`config.mk`:
```
export PLATFORM = sky130hd
export DESIGN_NAME = aes_round_key_stack_flat
export DESIGN_NICKNAME = d
export VERILOG_FILES = /design/src/rtl/aes_round_key_stack_if.sv /design/src/rtl/aes_round_key_stack.sv /design/src/flat_wrapper.sv
export SDC_FILE = /design/constraint.sdc
export NUM_CORES = 2
export LEC_CHECK = 0
export CAP_MARGIN = 10
export CORE_MARGIN = 2
export CORE_UTILIZATION = 44
export CTS_CLUSTER_DIAMETER = 120
export DETAILED_ROUTE_END_ITERATION = 8
export SLEW_MARGIN = 30
export SYNTH_ARGS = -nofsm -noshare
export SYNTH_HDL_FRONTEND = slang
export SYNTH_SLANG_ARGS = --single-unit
export TNS_END_PERCENT = 1
```
`constraint.sdc`:
```
create_clock -name clk -period 14.6 [get_ports clk]
set_input_delay 2.19 -clock clk [delete_from_list [all_inputs] [get_ports clk]]
set_output_delay 2.19 -clock clk [all_outputs]
set_load 0.005 [all_outputs]
```
`src/rtl/aes_round_key_stack_if.sv`:
```
// Bus bundle between the key-expansion/round controller (master) and the
// round-key LIFO (slave).
//   start, round_amount    : begin a capture, latch the final round index
//   wr_valid, wr_key       : forward-order key write, accepted while wr_ready
//   pop                    : consume the presented key
//   rd_key, rd_index       : presented key and its round index, valid with rd_valid
//   done                   : one-cycle pulse after key 0 is popped
//   error                  : sticky protocol-error flag
interface aes_round_key_stack_if #(
    parameter int unsigned KEY_W = 128
);
    logic             start;
    logic [3:0]       round_amount;
    logic             wr_valid;
    logic [KEY_W-1:0] wr_key;
    logic             wr_ready;
    logic             pop;
    logic [KEY_W-1:0] rd_key;
    logic [3:0]       rd_index;
    logic             rd_valid;
    logic             done;
    logic             error;

    modport master (
        output start, round_amount, wr_valid, wr_key, pop,
        input  wr_ready, rd_key, rd_index, rd_valid, done, error
    );

    modport slave (
        input  start, round_amount, wr_valid, wr_key, pop,
        output wr_ready, rd_key, rd_index, rd_valid, done, error
    );
endinterface

```
`src/rtl/aes_round_key_stack.sv`:
```
// LIFO for AES round keys: captures keys 0..N in forward order during
// decryption key generation, then presents them N..0, one per pop.
// N = 10/12/14 for AES-128/192/256.
//   clk   : clock, rising edge
//   reset : asynchronous active-low reset
//   bus   : aes_round_key_stack_if slave modport (see interface header)
module aes_round_key_stack #(
    parameter int unsigned KEY_W = 128,
    parameter int unsigned DEPTH = 15
) (
    input  logic                   clk,
    input  logic                   reset,
    aes_round_key_stack_if.slave   bus
);
    localparam int unsigned IDX_W = 4;

    typedef enum logic [1:0] {
        S_IDLE  = 2'd0,
        S_FILL  = 2'd1,
        S_DRAIN = 2'd2
    } state_t;

    state_t            state_q, state_d;
    logic [IDX_W-1:0]  ra_q, ra_d;
    logic [IDX_W-1:0]  wcnt_q, wcnt_d;
    logic [IDX_W-1:0]  ptr_q, ptr_d;
    logic [IDX_W-1:0]  idx_q, idx_d;
    logic [KEY_W-1:0]  key_q, key_d;
    logic              done_q, done_d;
    logic              error_q, error_d;
    logic              wr_ready_q, rd_valid_q;
    logic              mem_we_c;
    logic              ra_legal_c;
    logic [IDX_W-1:0]  ptr_m1_c;

    logic [KEY_W-1:0]  mem [DEPTH];

    assign ra_legal_c = (bus.round_amount == IDX_W'(10)) ||
                        (bus.round_amount == IDX_W'(12)) ||
                        (bus.round_amount == IDX_W'(14));
    assign ptr_m1_c   = IDX_W'(ptr_q - IDX_W'(1));

    // State register and registered outputs
    always_ff @(posedge clk or negedge reset) begin
        if (!reset) begin
            state_q    <= S_IDLE;
            ra_q       <= '0;
            wcnt_q     <= '0;
            ptr_q      <= '0;
            idx_q      <= '0;
            key_q      <= '0;
            done_q     <= 1'b0;
            error_q    <= 1'b0;
            wr_ready_q <= 1'b0;
            rd_valid_q <= 1'b0;
        end else begin
            state_q    <= state_d;
            ra_q       <= ra_d;
            wcnt_q     <= wcnt_d;
            ptr_q      <= ptr_d;
            idx_q      <= idx_d;
            key_q      <= key_d;
            done_q     <= done_d;
            error_q    <= error_d;
            wr_ready_q <= (state_d == S_FILL);
            rd_valid_q <= (state_d == S_DRAIN);
        end
    end

    // Key storage; contents are don't-care until written, so no reset
    always_ff @(posedge clk) begin
        if (mem_we_c) begin
            mem[wcnt_q] <= bus.wr_key;
        end
    end

    // Next-state and datapath control; start overrides wr_valid/pop
    always_comb begin
        state_d  = state_q;
        ra_d     = ra_q;
        wcnt_d   = wcnt_q;
        ptr_d    = ptr_q;
        idx_d    = idx_q;
        key_d    = key_q;
        done_d   = 1'b0;
        error_d  = error_q;
        mem_we_c = 1'b0;

        if (bus.start) begin
            if (ra_legal_c) begin
                state_d = S_FILL;
                ra_d    = bus.round_amount;
                wcnt_d  = '0;
                error_d = 1'b0;
            end else begin
                state_d = S_IDLE;
                error_d = 1'b1;
            end
        end else begin
            case (state_q)
                S_IDLE: begin
                    if (bus.wr_valid || bus.pop) begin
                        error_d = 1'b1;
                    end
                end
                S_FILL: begin
                    if (bus.pop) begin
                        error_d = 1'b1;
                    end
                    if (bus.wr_valid) begin
                        mem_we_c = 1'b1;
                        wcnt_d   = IDX_W'(wcnt_q + IDX_W'(1));
                        // Last key bypasses the memory straight to the output
                        if (wcnt_q == ra_q) begin
                            state_d = S_DRAIN;
                            ptr_d   = ra_q;
                            key_d   = bus.wr_key;
                            idx_d   = ra_q;
                        end
                    end
                end
                S_DRAIN: begin
                    if (bus.wr_valid) begin
                        error_d = 1'b1;
                    end
                    if (bus.pop) begin
                        if (ptr_q != '0) begin
                            ptr_d = ptr_m1_c;
                            key_d = mem[ptr_m1_c];
                            idx_d = ptr_m1_c;
                        end else begin
                            state_d = S_IDLE;
                            done_d  = 1'b1;
                        end
                    end
                end
                default: begin
                    state_d = S_IDLE;
                end
            endcase
        end
    end

    assign bus.wr_ready = wr_ready_q;
    assign bus.rd_valid = rd_valid_q;
    assign bus.rd_key   = key_q;
    assign bus.rd_index = idx_q;
    assign bus.done     = done_q;
    assign bus.error    = error_q;
endmodule

```
`src/flat_wrapper.sv`:
```
// flat-port wrapper written by rule: the top's interface ports become plain ports
module aes_round_key_stack_flat 
#(
    parameter int unsigned KEY_W = 128,
    parameter int unsigned DEPTH = 15
)
  (clk, reset, bus_start, bus_round_amount, bus_wr_valid, bus_wr_key, bus_pop, bus_wr_ready, bus_rd_key, bus_rd_index, bus_rd_valid, bus_done, bus_error);
  aes_round_key_stack_if #(.KEY_W(KEY_W)) bus_i ();
  input  logic clk;
  input  logic reset;
  input wire logic [$bits(bus_i.start)-1:0] bus_start;
  input wire logic [$bits(bus_i.round_amount)-1:0] bus_round_amount;
  input wire logic [$bits(bus_i.wr_valid)-1:0] bus_wr_valid;
  input wire logic [$bits(bus_i.wr_key)-1:0] bus_wr_key;
  input wire logic [$bits(bus_i.pop)-1:0] bus_pop;
  output wire logic [$bits(bus_i.wr_ready)-1:0] bus_wr_ready;
  output wire logic [$bits(bus_i.rd_key)-1:0] bus_rd_key;
  output wire logic [$bits(bus_i.rd_index)-1:0] bus_rd_index;
  output wire logic [$bits(bus_i.rd_valid)-1:0] bus_rd_valid;
  output wire logic [$bits(bus_i.done)-1:0] bus_done;
  output wire logic [$bits(bus_i.error)-1:0] bus_error;
  assign bus_i.start = bus_start;
  assign bus_i.round_amount = bus_round_amount;
  assign bus_i.wr_valid = bus_wr_valid;
  assign bus_i.wr_key = bus_wr_key;
  assign bus_i.pop = bus_pop;
  assign bus_wr_ready = bus_i.wr_ready;
  assign bus_rd_key = bus_i.rd_key;
  assign bus_rd_index = bus_i.rd_index;
  assign bus_rd_valid = bus_i.rd_valid;
  assign bus_done = bus_i.done;
  assign bus_error = bus_i.error;
  aes_round_key_stack #(.KEY_W(KEY_W), .DEPTH(DEPTH)) u_core (.clk(clk), .reset(reset), .bus(bus_i));
endmodule
```
==> results.sh <==
export IMPL_outcome="finished, final reports clean"
export IMPL_critPathLaunchType="primary input"
export IMPL_syn_area_um2=78600
export IMPL_grt_pass1_vias=40202
export IMPL_nets=4273
export IMPL_remaining_drc_errors=0
export IMPL_hold_path_class="reg2reg"
export IMPL_grt_overflow_total=0
export IMPL_setup_viol=0
export IMPL_die_x_um=427
export IMPL_cp_max_fo=42
export IMPL_dr_first_iter_drc_count=3737
export IMPL_grt_first_pass_wirelength_um=280000
export IMPL_worstHoldEndpoint="u_core.bus.rd_key[102]"
export IMPL_synth_distinct_cells=41
export IMPL_drive_gt1_share_pct=18.3
export IMPL_finalCritPeriodShare_pct=41.0
export IMPL_worst_slew_pin_slew_ns=1.01
export IMPL_vias_per_cell=5.83
export IMPL_cp_common_cell="buf_4"
export IMPL_synth_seq_area_share_pct=78.0
export IMPL_min_delay_start="u_core.bus.rd_key[102]"
export IMPL_synthArstFlopShare_pct=7.07
export IMPL_avgRoutedWirePerCell_um=28.5
export IMPL_dpl_hpwl_um=97100
export IMPL_timing_rr_start="u_core.bus.rd_index[0]"
export IMPL_synth_edff_count=1920
export IMPL_regToRegSetupSlack_ns=9.12
export IMPL_crit_chain="clkdlybuf4s50_1 -> nor3b_1 -> and2_1 -> nand2_1 -> nor2_4 -> buf_4 -> buf_4"
export IMPL_clk_latency_ns=0.84
export IMPL_whs_path_depth=1
export IMPL_ant_nets=0
export IMPL_clock_sinks=2066
export IMPL_dieArea_um2=182000
export IMPL_ys_warn_count=0
export IMPL_postCtsSetupBuffers=0
export IMPL_r2r_end="u_core.bus.rd_key[66]"
export IMPL_tritoncts="done"
export IMPL_powerDensity_nw_per_um2=164
export IMPL_antenna_found_initial=15
export IMPL_numCtsBuffers=208
export IMPL_critPathRequiredTime_ns=15.03
export IMPL_max_cap_violations=0
export IMPL_skew_ns=0.0400
export IMPL_areaGrowthSynthToFinish_pct=16.1
export IMPL_syn_area_per_cell_um2=20.5
export IMPL_max_freq_mhz=167
export IMPL_layout_common_cells="1,920 x edfxtp_1, 384 x mux4_2, 271 x clkdlybuf4s50_1, 265 x nand2_1, 208 x clkbuf_16"
export IMPL_io_buffers=272
export IMPL_vdd_drop_max_mv=0.139
export IMPL_rr_worst_depth=10
export IMPL_wirelength_um=190000
export IMPL_nFillCells=14046
export IMPL_cts_root_buffer="clkbuf_16"
export IMPL_initial_core_util_pct=44.1
export IMPL_rsz0062_at_grt="false"
export IMPL_ys_ff_latch=2066
export IMPL_hold_viol=0
export IMPL_final_core_util_pct=51.2
export IMPL_synth_ff_type="edfxtp_1"
export IMPL_p_leak_nw=29.9
export IMPL_relSlewSlack_pct=32.4
export IMPL_end_kind="flip-flop"
export IMPL_crit_slowest_cell="buf_4"
export IMPL_dieHeight_um=427
export IMPL_fin_tns_setup_ns=0
export IMPL_synth_nets=3970
export IMPL_worstSetupPathType="in2reg"
export IMPL_vias=38912
export IMPL_drv_slew=0
export IMPL_drtPass1Iterations=5
export IMPL_io_pins=273
export IMPL_holdBufCountCts=0
export IMPL_synth_cells=3828
export IMPL_crit_path_max_incr_delay_ns=0.80
export IMPL_place_congestion=0.720
export IMPL_core_area_um2=178000
export IMPL_post_cts_resized=0
export IMPL_htree_levels=4
export IMPL_crit_arrival_ns=6.41
export IMPL_rows=155
export IMPL_clk_pin_slew_ns=0.06
export IMPL_track_usage_pct=21.0
export IMPL_clockBufferDepth=3
export IMPL_min_period_ns=5.98
export IMPL_grt_start_max_net_pins=149
export IMPL_final_common_cell="edfxtp_1"
==> routing by layer <==
metal  track usage [%]  wire length [um]  vias to the layer above
met5                 0                70                        -
met4              5.84              4430                       12
met3              3.00              8180                      252
met2              36.2             97900                     1007
met1              27.9             79700                    20986
li1                  -                 -                    16655
==> critical path: cells and delay by family <==
| kind | cells | cell delay (ns) |
|---|---|---|
| buf+inv | 3 | 2.15 |
| simple gates | 4 | 2.01 |
==> cell usage after synthesis (all sizes together), types with 2 or more instances <==
master | instances | area, um2
edfxtp | 1920 | 57700
o211ai | 128 | 961
mux2 | 3 | 33.8
nor3b | 2 | 20.0
a21oi | 7 | 35.0
nand3 | 3 | 15.0
o21bai | 2 | 15.0
xnor2 | 2 | 17.5
dfrtp | 146 | 3650
inv | 7 | 26.3
o22ai | 128 | 801
o21ai | 4 | 20.0
a221o | 128 | 1280
nor2b | 2 | 12.5
mux2i | 128 | 1280
nand2b | 4 | 25.0
xor2 | 6 | 52.6
ha | 5 | 62.6
nor3 | 7 | 35.0
nor2 | 19 | 71.3
buf | 112 | 603
and3 | 129 | 807
mux4 | 384 | 8650
a31oi | 128 | 801
nand2 | 266 | 998
clkbuf | 146 | 548
==> worst max path at each step <==
| stage | from | end | slack (ns) | depth (start not counted) |
|---|---|---|---|---|
| 2_1_floorplan | bus_start | u_core.mem[3][0] | 2.10 | 5 |
| 3_3_place_gp | bus_start | u_core.mem[14][80] | 7.28 | 7 |
| 3_5_place_dp | bus_start | u_core.mem[13][63] | 7.74 | 7 |
| 4_1_cts | bus_start | u_core.mem[13][79] | 8.59 | 7 |
| 5_1_grt | bus_start | u_core.mem[13][114] | 8.41 | 7 |
| 6_report | bus_start | u_core.mem[13][114] | 8.62 | 7 |
==> flip-flops by register name, summed over array words and instances, names as in the netlist <==
name,cells
u_core.bus.done,1
u_core.bus.rd_valid,1
u_core.bus.rd_index,4
u_core.wcnt_q,4
u_core.bus.rd_key,128
u_core.mem,1920
u_core.ra_q,4
u_core.bus.error,1
u_core.state_q,2
u_core.bus.wr_ready,1
==> logic make-up (layout without fill, tap and decap cells) <==
| family | count (synthesis) | in the layout | synth area share [%] |
|---|---|---|---|
| muxes | 515 | 515 | 12.7 |
| AOI/OAI and AO/OA | 530 | 530 | 5.04 |
| DFF | 2066 | 2066 | 78.0 |
| adders and majority gates | 5 | 5 | 0.0796 |
| and+or+nand+nor | 439 | 439 | 2.60 |
| other | 0 | 2 | 0 |
| xor gates and xnor gates | 8 | 8 | 0.0892 |
| buffers and inverters | 265 | 750 | 1.50 |
==> power by group <==
part / internal (mW) / switching, mW
combinational: 1.34 / 1.76
sequential: 6.59 / 0.116
clock: 2.93 / 2.24
==> metrics by stage <==
stage	total power, mW	worst slack [ns]	std cells	hold WS [ns]	area, um2
2_1_floorplan	8.77	2.10	3828	0.484	78600
3_3_place_gp	9.97	7.28	6260	0.498	84000
3_5_place_dp	9.97	7.74	6269	0.501	84300
4_1_cts	15.1	8.59	6661	0.516	91000
5_1_grt	15.6	8.41	6670	0.535	91200
6_report	15.0	8.62	6670	0.513	91200
==> final cells by class <==
class | count | area (um2) | share of cell area, %
Inverter | 7 | 26.3 | 0.0288
Clock inverter | 109 | 1070 | 1.17
Multi-Input combinational cell | 1497 | 16300 | 17.9
Timing Repair Buffer | 351 | 3870 | 4.24
Clock buffer | 283 | 5670 | 6.21
Tap cell | 2355 | 2950 | 3.23
Antenna cell | 2 | 5.00 | 0.00549
Sequential cell | 2066 | 61300 | 67.2
(Power assumes the default switching activity.)
